`src/rtl/pcpi_pkg.sv`:
```
// Shared constants, state encoding and field helpers for the PCPI dispatcher.
// Imported by the slot decoder and the dispatcher top.
package pcpi_pkg;

    localparam logic [6:0] OPC_OP        = 7'b0110011;
    localparam logic [6:0] OPC_CUSTOM0   = 7'b0001011;
    localparam logic [6:0] FUNCT7_MULDIV = 7'b0000001;

    localparam int SLOT_MUL = 0;
    localparam int SLOT_DIV = 1;

    typedef enum logic [1:0] {
        IDLE  = 2'd0,
        BUSY  = 2'd1,
        DRAIN = 2'd2
    } pcpi_state_e;

    function automatic logic [6:0] insn_opcode(input logic [31:0] insn);
        return insn[6:0];
    endfunction

    function automatic logic [2:0] insn_funct3(input logic [31:0] insn);
        return insn[14:12];
    endfunction

    function automatic logic [6:0] insn_funct7(input logic [31:0] insn);
        return insn[31:25];
    endfunction

endpackage

```
`src/rtl/pcpi_slot_decode.sv`:
```
// Combinational slot decoder: maps an instruction word to a one-hot slot match.
// MUL/DIV share OP+MULDIV funct7 and split on funct3[2]; custom-0 slots use funct3.
module pcpi_slot_decode
    import pcpi_pkg::*;
#(
    parameter int NUM_SLV = 2
) (
    input  logic [31:0]        insn,
    output logic [NUM_SLV-1:0] match,
    output logic               hit
);

    logic [6:0] opcode;
    logic [6:0] funct7;
    logic [2:0] funct3;
    logic       is_muldiv;
    logic       is_custom0;
    logic       unused_insn_bits;

    assign opcode     = insn_opcode(insn);
    assign funct7     = insn_funct7(insn);
    assign funct3     = insn_funct3(insn);
    assign is_muldiv  = (opcode == OPC_OP) && (funct7 == FUNCT7_MULDIV);
    assign is_custom0 = (opcode == OPC_CUSTOM0);

    // Register-specifier fields play no part in slot selection.
    assign unused_insn_bits = ^{insn[24:15], insn[11:7]};

    always_comb begin
        match           = '0;
        match[SLOT_MUL] = is_muldiv && !funct3[2];
        match[SLOT_DIV] = is_muldiv && funct3[2];
        for (int k = 2; k < NUM_SLV; k++) begin
            match[k] = is_custom0 && (funct3 == 3'(k - 2));
        end
    end

    assign hit = |match;

endmodule

```
`src/rtl/pcpi_dispatch.sv`:
```
// PCPI dispatcher: decodes the core request, forwards it to one coprocessor slot,
// runs a per-request watchdog and returns a registered single-cycle response.
module pcpi_dispatch
    import pcpi_pkg::*;
#(
    parameter int NUM_SLV = 2,
    parameter int TIMEOUT = 16
) (
    input  logic                  clk,
    input  logic                  resetn,
    input  logic                  pcpi_valid,
    input  logic [31:0]           pcpi_insn,
    input  logic [31:0]           pcpi_rs1,
    input  logic [31:0]           pcpi_rs2,
    output logic                  pcpi_wr,
    output logic [31:0]           pcpi_rd,
    output logic                  pcpi_wait,
    output logic                  pcpi_ready,
    output logic [NUM_SLV-1:0]    s_valid,
    output logic [31:0]           s_insn,
    output logic [31:0]           s_rs1,
    output logic [31:0]           s_rs2,
    input  logic [NUM_SLV-1:0]    s_wr,
    input  logic [32*NUM_SLV-1:0] s_rd,
    input  logic [NUM_SLV-1:0]    s_wait,
    input  logic [NUM_SLV-1:0]    s_ready,
    output logic                  err_undecoded,
    output logic                  err_timeout
);

    localparam int CW = 8;

    // Handshake: the core holds pcpi_valid until pcpi_ready or until it drops
    // valid itself (abort). A slave sees s_valid for as long as the request is
    // outstanding and completes it with a one-cycle s_ready, sampled here on the
    // rising edge; everything from unselected slots is masked off by sel.

    pcpi_state_e        state, state_d;
    logic [NUM_SLV-1:0] sel, sel_d;
    logic [NUM_SLV-1:0] dec_match;
    logic               dec_hit;
    logic [CW-1:0]      cnt, cnt_d;
    logic               wait_seen, wait_seen_d;
    logic               ready_d, wr_d, err_u_d, err_t_d;
    logic [31:0]        rd_d, sel_rd;
    logic               sel_wr, sel_wait, sel_ready;

    pcpi_slot_decode #(
        .NUM_SLV (NUM_SLV)
    ) u_slot_decode (
        .insn  (pcpi_insn),
        .match (dec_match),
        .hit   (dec_hit)
    );

    assign s_insn = pcpi_insn;
    assign s_rs1  = pcpi_rs1;
    assign s_rs2  = pcpi_rs2;

    assign s_valid   = (state == BUSY) ? sel : '0;
    assign sel_wait  = |(s_wait & sel);
    assign sel_ready = |(s_ready & sel);
    assign sel_wr    = |(s_wr & sel);
    assign pcpi_wait = (state == BUSY) && sel_wait;

    always_comb begin
        sel_rd = '0;
        for (int k = 0; k < NUM_SLV; k++) begin
            if (sel[k]) begin
                sel_rd = sel_rd | s_rd[32*k +: 32];
            end
        end
    end

    // Abort beats ready, and ready beats watchdog expiry. Once the slave has
    // signalled wait it owns the request, so the watchdog stops counting.
    always_comb begin
        state_d     = state;
        sel_d       = sel;
        cnt_d       = cnt;
        wait_seen_d = wait_seen;
        ready_d     = 1'b0;
        wr_d        = 1'b0;
        rd_d        = pcpi_rd;
        err_u_d     = 1'b0;
        err_t_d     = 1'b0;
        case (state)
            IDLE: begin
                if (pcpi_valid) begin
                    if (dec_hit) begin
                        sel_d       = dec_match;
                        cnt_d       = '0;
                        wait_seen_d = 1'b0;
                        state_d     = BUSY;
                    end else begin
                        err_u_d = 1'b1;
                        state_d = DRAIN;
                    end
                end
            end
            BUSY: begin
                if (!pcpi_valid) begin
                    state_d = IDLE;
                end else if (sel_ready) begin
                    ready_d = 1'b1;
                    wr_d    = sel_wr;
                    rd_d    = sel_rd;
                    state_d = DRAIN;
                end else if (sel_wait || wait_seen) begin
                    wait_seen_d = 1'b1;
                end else if (cnt == CW'(TIMEOUT - 1)) begin
                    err_t_d = 1'b1;
                    state_d = DRAIN;
                end else begin
                    cnt_d = cnt + 8'd1;
                end
            end
            DRAIN: begin
                if (!pcpi_valid) begin
                    state_d = IDLE;
                end
            end
            default: state_d = IDLE;
        endcase
    end

    always_ff @(posedge clk) begin
        if (!resetn) begin
            state         <= IDLE;
            sel           <= '0;
            cnt           <= '0;
            wait_seen     <= 1'b0;
            pcpi_ready    <= 1'b0;
            pcpi_wr       <= 1'b0;
            pcpi_rd       <= '0;
            err_undecoded <= 1'b0;
            err_timeout   <= 1'b0;
        end else begin
            state         <= state_d;
            sel           <= sel_d;
            cnt           <= cnt_d;
            wait_seen     <= wait_seen_d;
            pcpi_ready    <= ready_d;
            pcpi_wr       <= wr_d;
            pcpi_rd       <= rd_d;
            err_undecoded <= err_u_d;
            err_timeout   <= err_t_d;
        end
    end

endmodule

```
`config.mk`:
```
export PLATFORM = sky130hd
export DESIGN_NAME = pcpi_dispatch
export DESIGN_NICKNAME = d
export VERILOG_FILES = /design/src/rtl/pcpi_pkg.sv /design/src/rtl/pcpi_slot_decode.sv /design/src/rtl/pcpi_dispatch.sv
export SDC_FILE = /design/constraint.sdc
export NUM_CORES = 1
export LEC_CHECK = 0
export CAP_MARGIN = 20
export CORE_AREA = 2 2 119 121
export DETAILED_ROUTE_END_ITERATION = 10
export DIE_AREA = 0 0 121 123
export HOLD_SLACK_MARGIN = 0.02
export PLACE_DENSITY = 0.68
export SYNTH_ARGS = -nofsm -noshare
export SYNTH_HDL_FRONTEND = slang
export SYNTH_SLANG_ARGS = --single-unit
```
`constraint.sdc`:
```
create_clock -name clk -period 2.5 [get_ports clk]
set_clock_uncertainty 0.1 [all_clocks]
set_input_delay 0.25 -clock clk [delete_from_list [all_inputs] [get_ports clk]]
set_output_delay 0.25 -clock clk [all_outputs]
set_load 0.02 [all_outputs]
```
== Word level (Yosys, flattened, before mapping) ==
Cells that the tools add are included.

* Flip-flop bits (word level): 49
* Input port bits: 169
* Output and inout bits: 135

* Add/subtract/negate cells: 1
* Equality and inequality tests: 15
* Mux-type cells: 27
* Bitwise logic cells: 7
* Reductions and logical operators: 21

{| class="wikitable"
|+ Operators by type and width
! operator !! number
|-
| two-way mux 32 bit || 2
|-
| two-way mux 8 bit || 6
|-
| bitwise OR 32 bit || 1
|-
| two-way mux 2 bit || 8
|-
| case mux 8 bit (2 select lines) || 1
|-
| inequality test 2 bit (second input constant) || 7
|-
| AND reduction 3 bit || 4
|-
| adder 8 x 1 -> 8 bit (second input constant) || 1
|-
| equality test 8 x 4 -> 1 bit (second input constant) || 1
|-
| two-way mux 1 bit || 8
|-
| AND reduction 4 bit || 2
|-
| OR reduction 2 bit || 4
|-
| equality test 7 x 1 -> 1 bit (second input constant) || 1
|-
| equality test 7 x 6 -> 1 bit (second input constant) || 1
|-
| AND reduction 7 bit || 1
|-
| bitwise AND 2 bit || 3
|-
| case mux 2 bit (3 select lines) || 1
|-
| AND reduction 6 bit || 1
|-
| OR reduction 6 bit || 1
|-
| logical AND 1 bit || 4
|-
| inequality test 4 x 3 -> 1 bit (second input constant) || 1
|-
| inequality test 4 bit (second input constant) || 1
|-
| inverter 1 bit || 3
|-
| equality test 2 x 1 -> 1 bit (second input constant) || 1
|-
| 7 further kinds || 7
|}

== Logic depth before layout (Yosys ltp) ==
Gate-level depths: netlist of run 1.

* Depth after elaboration: 7
* Depth in mapped cells: 5

== By module ==
A second synthesis of run 1 with hierarchy kept.

* Cell total of the unflattened synthesis: 355
* Area, all modules: 3,014.1 µm²

{| class="wikitable"
|+ Modules (own cells, without submodules)
! module !! instances !! cells each !! area an instance (µm²) !! sequential area each (µm²)
|-
| pcpi_dispatch || 1 || 346 || 2,944.1 || 980.9
|-
| pcpi_slot_decode || 1 || 9 || 70.1 || 0.0
|}

== Worst setup path before layout of run 1 ==
No wires, ideal clock.

* Kind: register to register
* Start: register cnt[0]
* End: register cnt[5]
* Arrival: 1,817 ps
* Required time: 2,329 ps
* Setup slack: 512 ps
* Stages on the path, launching flop included: 6
* Buffers on the path: 0
* Period minus slack after synthesis: 1,988 ps
* Path through: dfxtp_1 > ha_1 > and3_1 > a211o_1 > or4_2 > a21oi_1

* Word-level cells in the longest chain between the ends: 6
* Elaborated cells between the ends (all ways): 9

{| class="wikitable"
|+ RTL lines
! what !! line !! source
|-
| start: declaration || pcpi_dispatch.sv:42 || <nowiki>logic [CW-1:0] cnt, cnt_d;</nowiki>
|-
| start signal: assignment || pcpi_dispatch.sv:141 || <nowiki>cnt <= cnt_d;</nowiki>
|-
| adder 8 x 1 -> 8 bit || pcpi_dispatch.sv:115 || <nowiki>cnt_d = cnt + 8'd1;</nowiki>
|-
| two-way mux 8 bit || pcpi_dispatch.sv:111 || <nowiki>end else if (cnt == CW'(TIMEOUT - 1)) begin</nowiki>
|-
| two-way mux 8 bit || pcpi_dispatch.sv:109 || <nowiki>end else if (sel_wait || wait_seen) begin</nowiki>
|-
| two-way mux 8 bit || pcpi_dispatch.sv:104 || <nowiki>end else if (sel_ready) begin</nowiki>
|-
| two-way mux 8 bit || pcpi_dispatch.sv:102 || <nowiki>if (!pcpi_valid) begin</nowiki>
|-
| case mux 8 bit (2 select lines) || pcpi_dispatch.sv:87 || <nowiki>case (state)</nowiki>
|}

Several ways; a longest one is shown, not always the timed one. The select of a mux whose other input is x is not followed.
A chain may end at the register's enable or synchronous reset.

== Final worst setup path of run 1 ==
* Start: register sel[0]
* End: output pcpi_wait

* Word-level cells in the longest chain between the ends: 3

{| class="wikitable"
|+ RTL lines
! what !! line !! source
|-
| start: declaration || pcpi_dispatch.sv:39 || <nowiki>logic [NUM_SLV-1:0] sel, sel_d;</nowiki>
|-
| start signal: assignment || pcpi_dispatch.sv:140 || <nowiki>sel <= sel_d;</nowiki>
|-
| bitwise AND 2 bit || pcpi_dispatch.sv:61 || <nowiki>assign sel_wait = |(s_wait & sel);</nowiki>
|-
| OR reduction 2 bit || pcpi_dispatch.sv:61 ||
|-
| logical AND 1 bit || pcpi_dispatch.sv:64 || <nowiki>assign pcpi_wait = (state == BUSY) && sel_wait;</nowiki>
|-
| end: declaration || pcpi_dispatch.sv:17 || <nowiki>output logic pcpi_wait,</nowiki>
|}

No other way between the ends.

==> results.yml, run 1 <==
outcome:
  outcome: "complete, no violations"
sta:
  hold_violations: 0
  period_share: 0.924
  fin_ws_ps: 189
  tns_ps: 0
  worst_slew_margin_rel: 0.601
  setup_viol: 0
  rsz0062_at_grt: "no"
  worst_hold_slack_ps: 393
  tightest_slew_ps: 599
  drv_slew: 0
  period_minus_slack_ps: 2310
  fmax_mhz: 433
floorplanning:
  die_w_um: 121
  pin_count: 304
  design.die.area_sq_um: 14900
  core_area_sq_um: 13600
  die_y_um: 123
  start_util: 0.211
  rows: 43
layout:
  fin_cells: 566
  final_cell_mix: "141 x clkdlybuf4s50_1, 48 x dfxtp_1, 38 x nor2_1"
  finish.net_count: 555
  final_area_sq_um: 4000
  area.growth.synth_to_final_pct: 39.2
  mostFrequentLayoutCell: "clkdlybuf4s50_1"
  drive_gt1_frac: 0.0699
  diodes: 0
  fillCellCount: 1418
  final_core_utilization: 0.294
grt:
  grt_pass1_wl_um: 12700
  grt.total_usage: 0.109
  grt_max_degree: 61
  overflow: 0
  grt_pass1_vias: 2411
  antenna_found_initial: 0
clock_tree:
  cts_made_buffers: 5
  cts_tree: "yes"
  path_clk_slew_ps: 70
  cts_htree_levels: 2
  clock_latency_ps: 300
  cts_max_path_buffers: 2
  post-cts-setup-buffers: 0
  cts_resized: 0
  hold_buffers: 0
  clock-sinks: 49
  root_buffer: "clkbuf_16"
critical_path:
  crit_chain: "buf_4 -> a22oi_1 -> nor2_1 -> clkdlybuf4s50_1"
  crit_required_ps: 2150
  slowest_delay_ps: 640
  cp.arrival_ps: 1960
  slowest_stage: "clkdlybuf4s50_1"
  path_buf_inv: 2
  path_max_fanout: 23
  critPathTopFamily: "buffers and inverters"
  worstSetupStartpointType: "flop"
  endpoint_kind: "primary output"
  critical_path_class: "flop to primary output"
route:
  vias_per_cell: 4.48
  postRouteAntennaNets: 0
  wl_met1_um: 3240
  drtPass1Iterations: 4
  wire_per_inst_um: 14.7
  top_layer_used: "met4"
  drt-total-wl_um: 8320
  drc: 0
  drt_iter0_drc: 79
  wl_met2_um: 4160
  dr_wl_met3_um: 601
  vias: 2538
synthesis:
  yosys_most_used_dff: "dfxtp_1"
  synthMuxAreaShare: 0.00349
  synthAdderAreaFrac: 0.00436
  synth_top_family_by_area: "buffers and inverters"
  synth_cell_types: 43
  async_flop_share: 0
  ys_ff_latch: 49
  avgSynthCellArea_sq_um: 8.45
  synth_xor_area_frac: 0
  synth-simple-area-share: 0.137
  synth_edf_count: 0
  ys_warn_count: 0
  syn-num-nets: 510
  ys_seq_area_frac: 0.342
  synth_compound_area_frac: 0.235
  netlist_area_sq_um: 2870
  syn_inst: 340
pwr:
  irDropWorstVdd_mv: 0.238
  p_leak_nw: 1.23
  p_total_mw: 1.81
  power.density_nw_per_um2: 453
job:
  drv_cap: 0
placed_design:
  place_inst: 558
  gp_congestion: 0.845
  pre_cts_ws_ps: 150
  port_buffers: 141
  placed_cell_area_sq_um: 3820
  dp_hpwl_um: 6440
min_path:
  hold_class: "flop to flop"
[kinds of logic (layout without fill, tap and decap cells)]
kind of cell	Yosys count	after routing
DFF	49	49
adders and majority gates	1	1
AOI/OAI and AO/OA	93	93
and+or+nand+nor	79	79
buffers and inverters	117	163
muxes	1	1
[per-layer routing]
| metal | up-vias | global-route usage |
|---|---|---|
| met2 | 112 | 0.185 |
| met3 | 38 | 0.0341 |
| met5 | - | 0 |
| met4 | 0 | 0.0640 |
| li1 | 1227 | - |
| met1 | 1161 | 0.121 |
[synthesized netlist by cell type (all sizes together) (4+ instances only)]
library cell	instances	area (sq um)
buf	97	724
dfxtp	49	981
nor2	39	146
a22oi	35	263
a211oi	32	240
clkbuf	16	60.1
a21oi	8	40.0
nand2	8	30.0
o21ai	6	30.0
nor4	5	31.3
or4	5	43.8
nand3	4	20.0
[worst reg2reg max path: cells and delay by family, from the launching register on]
family          cells  cell delay [ps]
flops               1              340
fa+ha+maj           1              220
simple gates        2              850
compound gates      2              570
[path summary, 6_finish.rpt]
path         startpoint         to  slack, ps  depth (start not counted)
min              cnt[7]     cnt[7]        390                          2
min reg2reg      cnt[7]     cnt[7]        390                          2
max              sel[0]  pcpi_wait        190                          4
max reg2reg      cnt[0]     cnt[3]        350                          5
[power breakdown]
group	internal (mW)	total (mW)	switching, mW	leakage (nW)
Sequential	0.782	0.785	0.00217	0.395
Combinational	0.150	0.217	0.0669	0.747
Clock	0.500	0.809	0.309	0.0831
[cell type report]
cell class                      instances  area (sq um)  area share
Clock buffer                            6           139      0.0348
Clock inverter                          2          37.5     0.00939
Inverter                                4          15.0     0.00376
Multi-Input combinational cell        174          1100       0.275
Sequential cell                        49           982       0.246
Tap cell                              180           225      0.0564
Timing Repair Buffer                  151          1500       0.375
[sequential cells by signal (all words and copies together), names as in the netlist]
signal and flops:
pcpi_wr 1, err_timeout 1, state 2, sel 2, pcpi_ready 1, wait_seen 1, err_undecoded 1, pcpi_rd 32
cnt 8
(Power assumes the default switching activity.)
==> run 2, diff against run 1 <==
TNS_END_PERCENT = 1   (was unset)
==> results of run 2 <==
No change in the layout: final DEF, timing and power equal those of run 1.
